[src/rtl/mem_stream_pkg.sv]
// Shared definitions for the memory-to-stream family: scheduler state encoding
// and the default widths used by the scheduler and future streamer variants.
package mem_stream_pkg;

    typedef enum logic [1:0] {
        ST_IDLE      = 2'd0,
        ST_START     = 2'd1,
        ST_WAIT_DONE = 2'd2,
        ST_GAP       = 2'd3
    } sched_state_t;

    localparam int DEF_LEN_WIDTH   = 16;
    localparam int DEF_GAP_WIDTH   = 32;
    localparam int DEF_COUNT_WIDTH = 32;

endpackage

[src/rtl/mem_stream_scheduler.sv]
// Frame scheduler for the memory-to-AXI4-Stream streamer: issues start pulses
// with a latched length, waits for done, spaces frames by a gap, stops after a burst.
module mem_stream_scheduler
    import mem_stream_pkg::*;
#(
    parameter int len_width   = DEF_LEN_WIDTH,
    parameter int gap_width   = DEF_GAP_WIDTH,
    parameter int count_width = DEF_COUNT_WIDTH
) (
    input  logic                   clk,
    input  logic                   rst,
    input  logic                   cfg_enable,
    input  logic [len_width-1:0]   cfg_frame_len,
    input  logic [gap_width-1:0]   cfg_gap,
    input  logic [count_width-1:0] cfg_burst,
    output logic                   str_start,
    output logic [len_width-1:0]   str_len,
    input  logic                   str_done,
    output logic                   busy,
    output logic                   burst_done,
    output logic                   cfg_error,
    output logic [count_width-1:0] frame_count
);

    sched_state_t           state_reg, state_next;
    logic [gap_width-1:0]   gap_cnt_reg, gap_cnt_next;
    logic [count_width-1:0] frame_count_reg, frame_count_next;
    logic [count_width-1:0] count_inc;
    logic [len_width-1:0]   str_len_reg;
    logic                   burst_done_reg, burst_done_next;
    logic                   cfg_error_reg, cfg_error_next;
    logic                   busy_reg;
    logic                   burst_hit;
    logic                   len_zero;

    assign count_inc = frame_count_reg + count_width'(1);
    // Live comparison: lowering cfg_burst below the count mid-run never matches.
    assign burst_hit = (cfg_burst != '0) && (count_inc == cfg_burst);
    assign len_zero  = (cfg_frame_len == '0);

    // State and datapath registers
    always_ff @(posedge clk or negedge rst) begin
        if (!rst) begin
            state_reg       <= ST_IDLE;
            gap_cnt_reg     <= '0;
            frame_count_reg <= '0;
            str_len_reg     <= '0;
            burst_done_reg  <= 1'b0;
            cfg_error_reg   <= 1'b0;
            busy_reg        <= 1'b0;
        end else begin
            state_reg       <= state_next;
            gap_cnt_reg     <= gap_cnt_next;
            frame_count_reg <= frame_count_next;
            burst_done_reg  <= burst_done_next;
            cfg_error_reg   <= cfg_error_next;
            busy_reg        <= (state_next != ST_IDLE);
            // Length is captured on the same edge that raises str_start.
            if (state_next == ST_START) begin
                str_len_reg <= cfg_frame_len;
            end
        end
    end

    // Next-state logic
    always_comb begin
        state_next = state_reg;
        case (state_reg)
            ST_IDLE: begin
                if (cfg_enable && !burst_done_reg && !len_zero) begin
                    state_next = ST_START;
                end
            end
            ST_START: begin
                state_next = ST_WAIT_DONE;
            end
            ST_WAIT_DONE: begin
                if (str_done) begin
                    if (burst_hit) begin
                        state_next = ST_IDLE;
                    end else if (!cfg_enable) begin
                        state_next = ST_IDLE;
                    end else if (cfg_gap == '0) begin
                        state_next = ST_START;
                    end else begin
                        state_next = ST_GAP;
                    end
                end
            end
            ST_GAP: begin
                if (!cfg_enable) begin
                    state_next = ST_IDLE;
                end else if (gap_cnt_reg <= gap_width'(1)) begin
                    state_next = ST_START;
                end
            end
            default: state_next = ST_IDLE;
        endcase
    end

    // Counters, sticky flags and outputs
    always_comb begin
        gap_cnt_next     = gap_cnt_reg;
        frame_count_next = frame_count_reg;
        burst_done_next  = burst_done_reg;
        cfg_error_next   = cfg_error_reg;
        case (state_reg)
            ST_IDLE: begin
                if (!cfg_enable) begin
                    burst_done_next = 1'b0;
                    cfg_error_next  = 1'b0;
                end else if (!burst_done_reg) begin
                    if (len_zero) begin
                        cfg_error_next = 1'b1;
                    end else begin
                        frame_count_next = '0;
                    end
                end
            end
            ST_WAIT_DONE: begin
                if (str_done) begin
                    frame_count_next = count_inc;
                    if (burst_hit) begin
                        burst_done_next = 1'b1;
                    end else if (cfg_enable && (cfg_gap != '0)) begin
                        gap_cnt_next = cfg_gap;
                    end
                end
            end
            ST_GAP: begin
                if (!cfg_enable) begin
                    gap_cnt_next = '0;
                end else begin
                    gap_cnt_next = gap_cnt_reg - gap_width'(1);
                end
            end
            default: ;
        endcase
    end

    assign str_start   = (state_reg == ST_START);
    assign str_len     = str_len_reg;
    assign busy        = busy_reg;
    assign burst_done  = burst_done_reg;
    assign cfg_error   = cfg_error_reg;
    assign frame_count = frame_count_reg;

endmodule

[config.mk]
export PLATFORM = sky130hd
export DESIGN_NAME = mem_stream_scheduler
export DESIGN_NICKNAME = d
export VERILOG_FILES = /design/src/rtl/mem_stream_pkg.sv /design/src/rtl/mem_stream_scheduler.sv
export SDC_FILE = /design/constraint.sdc
export NUM_CORES = 1
export LEC_CHECK = 0
export CAP_MARGIN = 20
export CORE_MARGIN = 3
export CORE_UTILIZATION = 50
export CTS_BUF_LIST = sky130_fd_sc_hd__clkbuf_8
export CTS_CLUSTER_SIZE = 12
export DETAILED_ROUTE_END_ITERATION = 10
export HOLD_SLACK_MARGIN = 0.06
export PLACE_DENSITY = 0.84
export REMOVE_ABC_BUFFERS = 1
export SYNTH_ARGS = -nofsm -noshare
export SYNTH_HDL_FRONTEND = slang
export SYNTH_SLANG_ARGS = --single-unit
export TNS_END_PERCENT = 10
[constraint.sdc]
create_clock -name clk -period 7.5 [get_ports clk]
set_input_delay 2.25 -clock clk [delete_from_list [all_inputs] [get_ports clk]]
set_output_delay 2.25 -clock clk [all_outputs]
set_load 0.02 [all_outputs]
Yosys cells after proc, flatten, opt, wreduce, memory -nomap -nowiden:

Index checks and enable logic that the tools add are counted.

* bits in registers: 85
* input bits: 84
* word-level logic and storage cells: 68

* $add $sub $neg: 2
* $lt $le $gt $ge: 1
* equal/unequal tests: 15
* mux-type cells: 25
* reductions and logical operators: 18

Operator list (count)
* 32-bit two-way mux: 8
* 32-bit case mux with 2 select lines: 2
* 32-bit nonzero test: 2
* 32-bit by 1-bit adder with 32-bit output (second input constant): 1
* 32-bit == test: 1
* 32-bit by 1-bit <= comparator with 1-bit output (second input constant): 1
* 32-bit zero test: 1
* 32-bit by 1-bit subtractor with 32-bit output (second input constant): 1
* 2-bit != test (second input constant): 9
* 16-bit zero test: 1
* 2-bit two-way mux: 7
* 2-bit case mux with 4 select lines: 1
* 4-bit AND reduction: 2
* 1-bit two-way mux: 6
* 2-bit nonzero test: 3
* 5-bit AND reduction: 1
* 2-bit by 1-bit == test with 1-bit output (second input constant): 2
* 2-bit == test (second input constant): 2
* 1-bit logical AND: 4
* 3-bit AND reduction: 1
* 1-bit zero test: 2
* 2-bit zero test: 1
* 2-bit by 1-bit != test with 1-bit output (second input constant): 1
* 1-bit case mux with 2 select lines: 1

Logic depth before layout (Yosys ltp):

* depth after elaboration: 7
* mapped depth: 13
* gate-level depth less buffers: 10

Least setup slack after synthesis:

OpenSTA, ideal clock, no wires.

* path kind: input to register
* start: input port cfg_burst[8]
* end: register str_len_reg[10] (netlist: str_len[10])
* setup time: 0.125 ns
* data arrival time: 4.521 ns
* path slack: 2.854 ns
* stages: 11
* path buffers: 2
* cells stage by stage: xnor2_1 -> or4b_2 -> a31oi_1 -> a211o_1 -> nand4_1 -> and4b_1 -> buf_4 -> nor2_2 -> o211ai_4 -> buf_8 -> mux2_4

* cells in the longest elaborated chain, start to end: 6
* elaborated cells on any way between the ends: 7

Ends and longest elaborated chain
* start, declared: line mem_stream_scheduler.sv:15 `input logic [count_width-1:0] cfg_burst,`
* 32-bit == test / 32-bit nonzero test (equally long branches): line mem_stream_scheduler.sv:38 `assign burst_hit = (cfg_burst != '0) && (count_inc == cfg_burst);`
* 1-bit logical AND *: line mem_stream_scheduler.sv:38
* 2-bit two-way mux *: line mem_stream_scheduler.sv:79 `if (burst_hit) begin`
* 2-bit two-way mux *: line mem_stream_scheduler.sv:78 `if (str_done) begin`
* 2-bit case mux with 4 select lines *: line mem_stream_scheduler.sv:68 `case (state_reg)`
* 2-bit by 1-bit == test with 1-bit output *: line mem_stream_scheduler.sv:59 `if (state_next == ST_START) begin`
* end signal, assigned: line mem_stream_scheduler.sv:60 `str_len_reg <= cfg_frame_len;`
* end, declared: line mem_stream_scheduler.sv:29 `logic [len_width-1:0] str_len_reg;`

Mark *: on every way between the ends. The rest lies on a longest branch, timed or not.
A chain may end at the register's enable or synchronous reset.

Worst setup path after layout:

* start: input port cfg_burst[11]
* end: register gap_cnt_reg[21]

* cells in the longest elaborated chain, start to end: 4
* elaborated cells on any way between the ends: 5

Ends and longest elaborated chain
* 32-bit == test / 32-bit nonzero test (equally long branches): line mem_stream_scheduler.sv:38
* 1-bit logical AND *: line mem_stream_scheduler.sv:38
* 2-bit != test (no source line) *
* 4-bit AND reduction (no source line) *
* end signal, assigned: line mem_stream_scheduler.sv:53 `gap_cnt_reg <= gap_cnt_next;`
* end, declared: line mem_stream_scheduler.sv:26 `logic [gap_width-1:0] gap_cnt_reg, gap_cnt_next;`

Marks and branches as above.

==> impl_results.md <==
* Status: complete, no violations
* Synth Flop Type: dfrtp_1
* CP endpoint kind: flop
* Pwr/cell area at 258 nW/um^2
* Post-synth top area share at 0.355
* Post-synth EDFFs at 0
* Post-route setup TNS at 0 ns
* Core region area at 11600 sq um
* Mapped Area at 6000 sq um
* Dpl hpwl at 13200 microns
* Period Utilization, post-route at 0.704
* Max-slew headroom at 0.298
* # clock sinks at 85
* Longest Clk Path Bufs at 2
* Critical Path AT at 5.54 ns
* First-pass GRT wire length at 29200 microns
* Worst-path cell chain: clkdlybuf4s50_1 -> xnor2_1 -> xnor2_1 -> nor4_1 -> a311oi_1 -> a2111oi_0 -> and4b_1 -> nor3_4 -> buf_4 -> o22ai_1 -> a221o_1
* Largest net degree at the start of global routing at 86
* Clock root cell: clkbuf_8
* Area added between synthesis and finish at 26.6%
* Antenna diodes at 0
* WP buf/inv at 2
* Seq/Total Area, Yosys at 0.355
* I/O Buffers at 135
* YS warnings at 0
* Final setup violation count at 0
* Max incr delay on CP at 0.71 ns
* Final total power at 1.96 mW
* HP Class: reg2reg
* Area contributors post-synth: dfrtp_1 (35%), o21ai_0 (4.8%), xnor2_1 (4.8%)
* Initial DRC count at 591
* DRC viols at 0
* Yosys cell types at 73
* Count of state elements after synthesis at 85
* Vias in the first global route at 5832
* Detailed-route wire length at 18300 microns
* Routability Congestion at 0.960
* Final Critical Period at 5.28 ns
* WP data required at 7.76 ns
* Syn Inst Count at 689
* CTS tree: built
* Vias per inst at 6.55
* Rows at 39
* Startpoint types: input port
* Setup slack, reg-to-reg at 2.95 ns
* CTS Buf Count at 9
* Die Wd at 116 microns
* Worst setup path category: in2reg
* Final Hold Vio Count at 0
* # Post-CTS Setup Buffers at 0
* Post-cts repair resize count at 0
* CP max FO at 20
* Worst-path clk slew at 0.09 ns
* Worst-margin pin slew at 1.05 ns
* Setup Skew at 0.0146 ns
* CTS Hold Buffers Added at 0
* Post-Route Utilization at 0.656
* Fraction of registers with async set/reset at 1.00
* Via count at 6148
* GR Util All Layers at 0.271
* Max stage delay cell, worst path: nor3_4
* Wirelength per Cell at 19.5 microns
* Top delay family on crit path: simple AND/OR/NAND/NOR gates
* Worst hold slack at 0.501 ns
* Antenna violations before repair at 0
* Maximum clock frequency at 189 MHz
* Layout filler cell count at 938
* Final number of max-transition violations at 0
* Post-route cell area at 7590 sq um
* Layout cell share with drive strength beyond 1 at 0.0704
* Final net count at 879
* TritonRoute pass-1 iters at 5
* Placed instance area at 7340 sq um
* RSZ-0062 raised after global routing: no
* CTS H-tree depth at 3
* Critical Path Most Common Cell: xnor2_1
* Max-cap violations at 0
* GR Overflow Total at 0
* Die footprint at 13300 sq um
* Synth area leader: dfrtp_1
* Starting density of the core at 0.519
* Syn Area/Cell at 8.70 sq um
* I/O pin cnt at 136
* VDD IR max at 0.132 mV
* Final ANT Viol Nets at 0
* Leakage at 2.87 nW
* Die Ht at 116 microns
* Worst-Skew Late Latency at 0.37 ns
[layout by cell type (no fill, tap or decap), types with 3 or more instances in the layout]
cell,synthesis,routed
o2bb2ai_1,5,5
nor3b_1,3,3
nor2_1,43,43
and2_1,6,6
clkdlybuf4s50_1,0,134
nand2_1,65,65
or3_1,7,7
a32oi_1,5,5
and3_1,8,8
nand4_2,3,3
xnor2_1,33,33
o21ai_0,58,58
a211o_1,4,4
o211ai_1,3,3
xor2_1,16,16
mux2i_1,9,9
mux2_4,10,10
mux2_2,6,6
o31a_1,4,4
a31oi_1,17,17
buf_4,3,8
ha_1,3,3
nor3_1,18,17
nand2b_1,7,7
inv_1,9,9
o22ai_1,15,15
a221o_1,5,5
nand3_1,18,18
o41ai_1,7,7
dfrtp_1,85,85
o221ai_1,7,7
a21oi_1,26,26
or4_1,9,9
nor4_1,40,40
clkbuf_8,0,12
and4_1,6,6
nor2b_1,4,4
o31ai_1,13,13
nand4_1,22,22
[synth_stat cells, drive strengths merged (7+ instances only)]
cell,count
a21oi,26
a31oi,17
and2,7
and3,8
and4,7
buf,23
clkbuf,28
dfrtp,85
inv,9
mux2,16
mux2i,9
nand2,65
nand2b,7
nand3,18
nand4,26
nor2,44
nor3,19
nor4,42
o21ai,59
o221ai,7
o22ai,15
o31ai,13
o41ai,7
or3,7
or4,10
xnor2,33
xor2,16
[metal layers]
metal / global-route usage / routed length [microns] / share of wire
met1: 0.383 / 7850 / 0.43
met2: 0.422 / 8300 / 0.45
met3: 0.0460 / 1720 / 0.094
met4: 0.0994 / 402 / 0.022
met5: 0 / 0 / 0
[area by class of cell]
cell class	instances	area, sq um	area share
clock buffers	12	165	0.0218
repair buffers	143	1420	0.187
clock inverters	3	67.6	0.00890
multi-input cells	544	3600	0.474
well taps	143	179	0.0236
inverters	9	33.8	0.00445
flip-flops and latches	85	2130	0.280
[power by group]
part / total [mW] / switching [mW] / internal (mW)
clock: 0.382 / 0.169 / 0.213
combinational: 0.840 / 0.444 / 0.396
sequential: 0.739 / 0.145 / 0.594
[worst paths after layout]
| check | from | end | depth (start not counted) |
|---|---|---|---|
| worst max-delay path | cfg_burst[11] | gap_cnt_reg[21]$_DFFE_PN0P_ | 11 |
| worst min-delay path | gap_cnt_reg[12]$_DFFE_PN0P_ | gap_cnt_reg[12]$_DFFE_PN0P_ | 1 |
| worst max register to register | frame_count[0]$_DFFE_PN0P_ | gap_cnt_reg[21]$_DFFE_PN0P_ | 11 |
| worst min register to register | gap_cnt_reg[12]$_DFFE_PN0P_ | gap_cnt_reg[12]$_DFFE_PN0P_ | 1 |
| max in group asynchronous | rst | frame_count[9]$_DFFE_PN0P_ | 2 |
| min in group asynchronous | rst | gap_cnt_reg[21]$_DFFE_PN0P_ | 1 |
[stage by stage]
step / worst slack [ns] / instances
floorplan: 2.67 / 638
global placement: 1.94 / 923
detailed placement: 1.86 / 923
CTS: 2.26 / 938
global route: 2.02 / 939
finish: 2.22 / 939
[cells by family (layout without fill, tap and decap cells)]
family	count (synthesis)	in the layout	share of synthesized area
fa+ha+maj	3	3	0.00626
compound gates	192	192	0.214
flops	85	85	0.355
mux	25	25	0.0513
xor+xnor	49	49	0.0716
buf+inv	60	167	0.0463
simple gates	275	275	0.256
Power figures use the tool's default switching activity.
